**config.mk**
```make
export PLATFORM = sky130hd
export DESIGN_NAME = regfile
export DESIGN_NICKNAME = d
export VERILOG_FILES = /design/src/rtl/regfile_pkg.sv /design/src/rtl/regfile_merge.sv /design/src/rtl/regfile.sv
export SDC_FILE = /design/constraint.sdc
export NUM_CORES = 1
export LEC_CHECK = 0
export CAP_MARGIN = 20
export CORE_UTILIZATION = 25
export DETAILED_ROUTE_END_ITERATION = 10
export GPL_TIMING_DRIVEN = 1
export MAX_ROUTING_LAYER = met4
export PLACE_DENSITY = 0.5
export RECOVER_POWER = 25
export SLEW_MARGIN = 10
export SYNTH_ARGS = -nofsm -noshare
export SYNTH_HDL_FRONTEND = slang
export SYNTH_SLANG_ARGS = --single-unit
```
**constraint.sdc**
```tcl
create_clock -name clk -period 2.25 [get_ports clk]
set_input_delay 0.3375 -clock clk [delete_from_list [all_inputs] [get_ports clk]]
set_output_delay 0.3375 -clock clk [all_outputs]
set_load 0.01 [all_outputs]
```
**src/rtl/regfile_pkg.sv**
```systemverilog
// Shared constants and helpers for the regfile block.
// Optional feature macro used by the top: REGFILE_BYPASS_EN.
package regfile_pkg;

    localparam int DEF_WIDTH = 16;
    localparam int DEF_DEPTH = 8;

    // Address width for a given register count; never narrower than one bit.
    function automatic int addr_width(input int depth);
        return (depth <= 2) ? 1 : $clog2(depth);
    endfunction

endpackage

```
**src/rtl/regfile_merge.sv**
```systemverilog
// Next-value computation for one register: full write, upper-half write, or hold.
// Shared by the register write path and the same-edge read forwarding path so
// both always agree on what a register will contain after the edge.
module regfile_merge
    import regfile_pkg::*;
#(
    parameter int WIDTH = DEF_WIDTH
) (
    input  logic [WIDTH-1:0] old_val,
    input  logic [WIDTH-1:0] din,
    input  logic             write,
    input  logic             writeu,
    output logic [WIDTH-1:0] new_val
);

    localparam int HALF = WIDTH / 2;

    // Full write wins over the upper-half write; the upper half takes din's low half.
    always_comb begin
        new_val = old_val;
        if (write) begin
            new_val = din;
        end else if (writeu) begin
            new_val = {din[HALF-1:0], old_val[HALF-1:0]};
        end
    end

endmodule

```
**src/rtl/regfile.sv**
```systemverilog
// Two-read / one-write register file with registered read data.
// Optional build macro REGFILE_BYPASS_EN: when defined, a read of the address
// being written on the same edge returns the post-write value; otherwise it
// returns the pre-write value. Register 0 can be hardwired to zero (ZERO_REG).
module regfile
    import regfile_pkg::*;
#(
    parameter int WIDTH    = DEF_WIDTH,
    parameter int DEPTH    = DEF_DEPTH,
    parameter int ZERO_REG = 0
) (
    input  logic                          clk,
    input  logic                          rst,
    input  logic [WIDTH-1:0]              din,
    input  logic [addr_width(DEPTH)-1:0]  waddr,
    input  logic                          write,
    input  logic                          writeu,
    input  logic                          read,
    input  logic [addr_width(DEPTH)-1:0]  raddr_a,
    input  logic [addr_width(DEPTH)-1:0]  raddr_b,
    output logic [WIDTH-1:0]              dout_a,
    output logic [WIDTH-1:0]              dout_b,
    output logic                          dout_valid
);

    localparam int AW = addr_width(DEPTH);

    logic [WIDTH-1:0] regs [DEPTH];
    logic [WIDTH-1:0] wr_next;
    logic             wr_en;
    logic             waddr_zero;
    logic [WIDTH-1:0] rd_a;
    logic [WIDTH-1:0] rd_b;

    // Value the addressed register will hold after this edge.
    regfile_merge #(
        .WIDTH (WIDTH)
    ) u_merge (
        .old_val (regs[waddr]),
        .din     (din),
        .write   (write),
        .writeu  (writeu),
        .new_val (wr_next)
    );

    // A write lands unless it targets a hardwired-zero register 0.
    always_comb begin
        waddr_zero = (waddr == AW'(0));
        wr_en      = (write || writeu) && !((ZERO_REG != 0) && waddr_zero);
    end

    // Register array update; reset clears every entry and drops any write.
    always_ff @(posedge clk) begin
        if (rst) begin
            for (int i = 0; i < DEPTH; i++) begin
                regs[i] <= '0;
            end
        end else if (wr_en) begin
            regs[waddr] <= wr_next;
        end
    end

    // Read-port data selection, with optional forwarding of the write in flight.
    always_comb begin
        rd_a = regs[raddr_a];
        rd_b = regs[raddr_b];
`ifdef REGFILE_BYPASS_EN
        if (wr_en && (raddr_a == waddr)) begin
            rd_a = wr_next;
        end
        if (wr_en && (raddr_b == waddr)) begin
            rd_b = wr_next;
        end
`endif
        // Hardwired zero overrides everything, including forwarding.
        if ((ZERO_REG != 0) && (raddr_a == AW'(0))) begin
            rd_a = '0;
        end
        if ((ZERO_REG != 0) && (raddr_b == AW'(0))) begin
            rd_b = '0;
        end
    end

    // Registered read outputs; data holds between reads, valid pulses per read.
    always_ff @(posedge clk) begin
        if (rst) begin
            dout_a     <= '0;
            dout_b     <= '0;
            dout_valid <= 1'b0;
        end else begin
            dout_valid <= read;
            if (read) begin
                dout_a <= rd_a;
                dout_b <= rd_b;
            end
        end
    end

endmodule

```
==> results.yml <==
status:
  outcome: "completed"
critical_path:
  r2r-start: "regs[7][6]"
  end_kind: "flip-flop"
  r2r-end: "dout_a[6]"
  worstPathArrival_ns: 2.12
  critPathSlowestCell: "dlygate4sd3_1"
  max_stage_delay_ns: 0.63
  path_cells: "dlygate4sd3_1 > clkbuf_2 > mux2i_1 > clkbuf_1 > nor2_1"
  cp-start-kind: "input port"
  crit_required_ns: 2.41
  critPathKind: "input port to flip-flop"
  worstPathMaxFanout: 17
  worst_r2r_path_depth: 4
  r2r_setup_slack_ns: 0.83
timing:
  finalHoldViolations: 0
  worstMarginPinSlew_ns: 0.8101
  slew_viol_final: 0
  slew-limit-headroom_pct: 45.99
  period_minus_slack_ns: 1.952
  setup_ws_ns: 0.2977
  grt_setup_unrepaired: "no"
  holdWs_ns: 0.3283
  fin_tns_setup_ns: 0
  finClkSkew_ns: 0.01188
  setup_viol: 0
  period_share_pct: 86.77
  fmax_ghz: 0.5122
drt:
  ant_nets: 0
  drcViolationCount: 0
  drt-pass1-iter-count: 5
  routed_wl_um: 23870
  wl_per_cell_um: 20.72
  drt_iter0_drc: 381
  via_per_inst: 4.826
  vias: 5560
flow_run:
  cap_violations: 0
global_routing:
  antenna_found_initial: 0
  grt_usage_pct: 15.01
  grt_max_degree: 48
  grt_pass1_wl_um: 34890
  grt_overflow: 0
  grt_pass1_vias: 5570
placed_design:
  dp_cells: 1120
  pre_cts_ws_ns: 0.01461
  hpwlAfterDp_um: 16760
  finalWeightedCongestion: 0.7924
  port_buffers: 62
min_path:
  hp-class: "input port to flip-flop"
  min-delay-start: "rst"
  hold_path_depth: 2
  hold_end: "dout_a[13]"
finish:
  syn2layout_area_growth_pct: 22.64
  fin_cells: 1152
  drive_gt1_share_pct: 20.93
  antenna_cells: 0
  nNetsFinal: 767
pwr:
  power_density_nw_per_um2: 761.9
  total_power_uw: 7529
  cellLeakagePower_uw: 0.003525
  peakVddDrop_mv: 0.5062
die:
  boundaryPins: 63
  initial_core_util_pct: 25.47
  die-area_um2: 32950
  dieWidth_um: 181.5
  die_y_um: 181.5
  placementRows: 65
  core_um2: 31640
clocking:
  cts_hold_buf: 0
  clkTransAtPathRegs_ns: 0.07
  cts_resized: 0
  root_buffer: "clkbuf_16"
  cts_tree: "built"
  cts_setup_buffers: 0
  cts_buffer_depth: 2
  cts_sinks: 161
  insertion_delay_ns: 0.43
  cts_max_level: 4
  cts_buffers: 17
logic_synthesis:
  synth_cell_type_count: 28
  synth-seq-area-share_pct: 55.90
  yosysWarnings: 0
  ys_seq_elements: 161
  postSynthAreaPerCell_um2: 12.36
  syn_nets: 682
  syn_inst: 652
  synth_area_um2: 8058
-- worst max-delay path: cells and delay by family --
kind	cells	cell delay, ns
mux	1	0.23
buf+inv	3	1.46
simple gates	1	0.08
-- cell type report --
cell class / instances / area, um^2
fill: 3221 / 21750
sequential: 161 / 4504
multi-input combinational: 440 / 3105
timing repair buffer: 116 / 1171
tap: 402 / 503.0
clock buffer: 18 / 450.4
clock inverter: 14 / 143.9
inverter: 1 / 3.754
-- worst max-delay path by stage --
stage           from          end  slack [ns]  cells past startpoint
2_1_floorplan  write   regs[3][0]        0.34                      6
3_3_place_gp   write  regs[7][15]        0.06                      5
3_5_place_dp   write   regs[7][8]        0.01                      5
4_1_cts        write  regs[7][13]        0.46                      5
5_1_grt        write  regs[3][15]        0.19                      5
6_report       write  regs[5][14]        0.30                      5
-- kinds of logic (layout without fill, tap and decap cells) --
family,after synthesis,in the layout,synth area share [%]
buf+inv,51,149,4.751
mux,136,136,17.89
compound gates,104,104,11.49
flops,161,161,55.90
simple gates,200,200,9.969
-- state kept, by name, indices dropped and copies added, names as in the netlist --
| name | flops |
|---|---|
| dout_a | 16 |
| dout_valid | 1 |
| regs | 128 |
| dout_b | 16 |
-- per-stage QoR --
step,util [%],instance area (um^2)
4_1_cts,31.53,9975
2_1_floorplan,-,8058
6_report,31.24,9882
3_5_place_dp,29.65,9380
3_3_place_gp,29.65,9380
5_1_grt,31.24,9882
-- synthesized netlist by cell type --
library cell | instances | share of area, %
nor2_1 | 165 | 7.7
edfxtp_1 | 128 | 48
mux2i_1 | 72 | 8.9
mux2_2 | 64 | 8.9
dfxtp_1 | 33 | 8.2
clkbuf_1 | 27 | 1.3
a211oi_2 | 21 | 3.3
a221o_1 | 21 | 2.6
o22ai_1 | 21 | 1.6
nand2_1 | 16 | 0.75
a211oi_1 | 11 | 1.0
a22oi_1 | 11 | 1.0
o221ai_1 | 11 | 1.2
nand2b_1 | 10 | 0.78
o21bai_1 | 8 | 0.75
buf_12 | 7 | 1.7
buf_2 | 7 | 0.43
buf_6 | 4 | 0.56
nor2b_1 | 4 | 0.31
buf_8 | 3 | 0.56
and3b_1 | 1 | 0.11
buf_4 | 1 | 0.093
clkbuf_2 | 1 | 0.062
inv_1 | 1 | 0.047
nand3_1 | 1 | 0.062
nand3_2 | 1 | 0.12
nor3_1 | 1 | 0.062
nor3b_1 | 1 | 0.093
-- layout by cell type, fill, tap and decap left out, types with 15 or more instances in the layout --
cell type        count
nor2_1             165
edfxtp_1           128
mux2i_1             72
mux2_2              64
clkdlybuf4s50_1     55
dfxtp_1             33
buf_4               33
a211oi_1            24
o22ai_1             21
a221o_1             21
clkbuf_16           18
nand2_1             16
buf_12              15
-- layer usage --
layer,up-vias,wire (um),track usage (%),share of wire (%)
met5,-,0,-,0
met4,0,612,4.847,2.6
met3,28,761,3.169,3.2
met2,116,11910,25.22,50
met1,2798,10590,17.87,44
li1,2618,-,-,-
-- report_power, final --
group          internal, uW  switching [uW]
Combinational           497             567
Sequential             3420             108
Clock                  1630            1310
Total                  5540            1990
No activity file was read; power rests on OpenSTA's default activity.
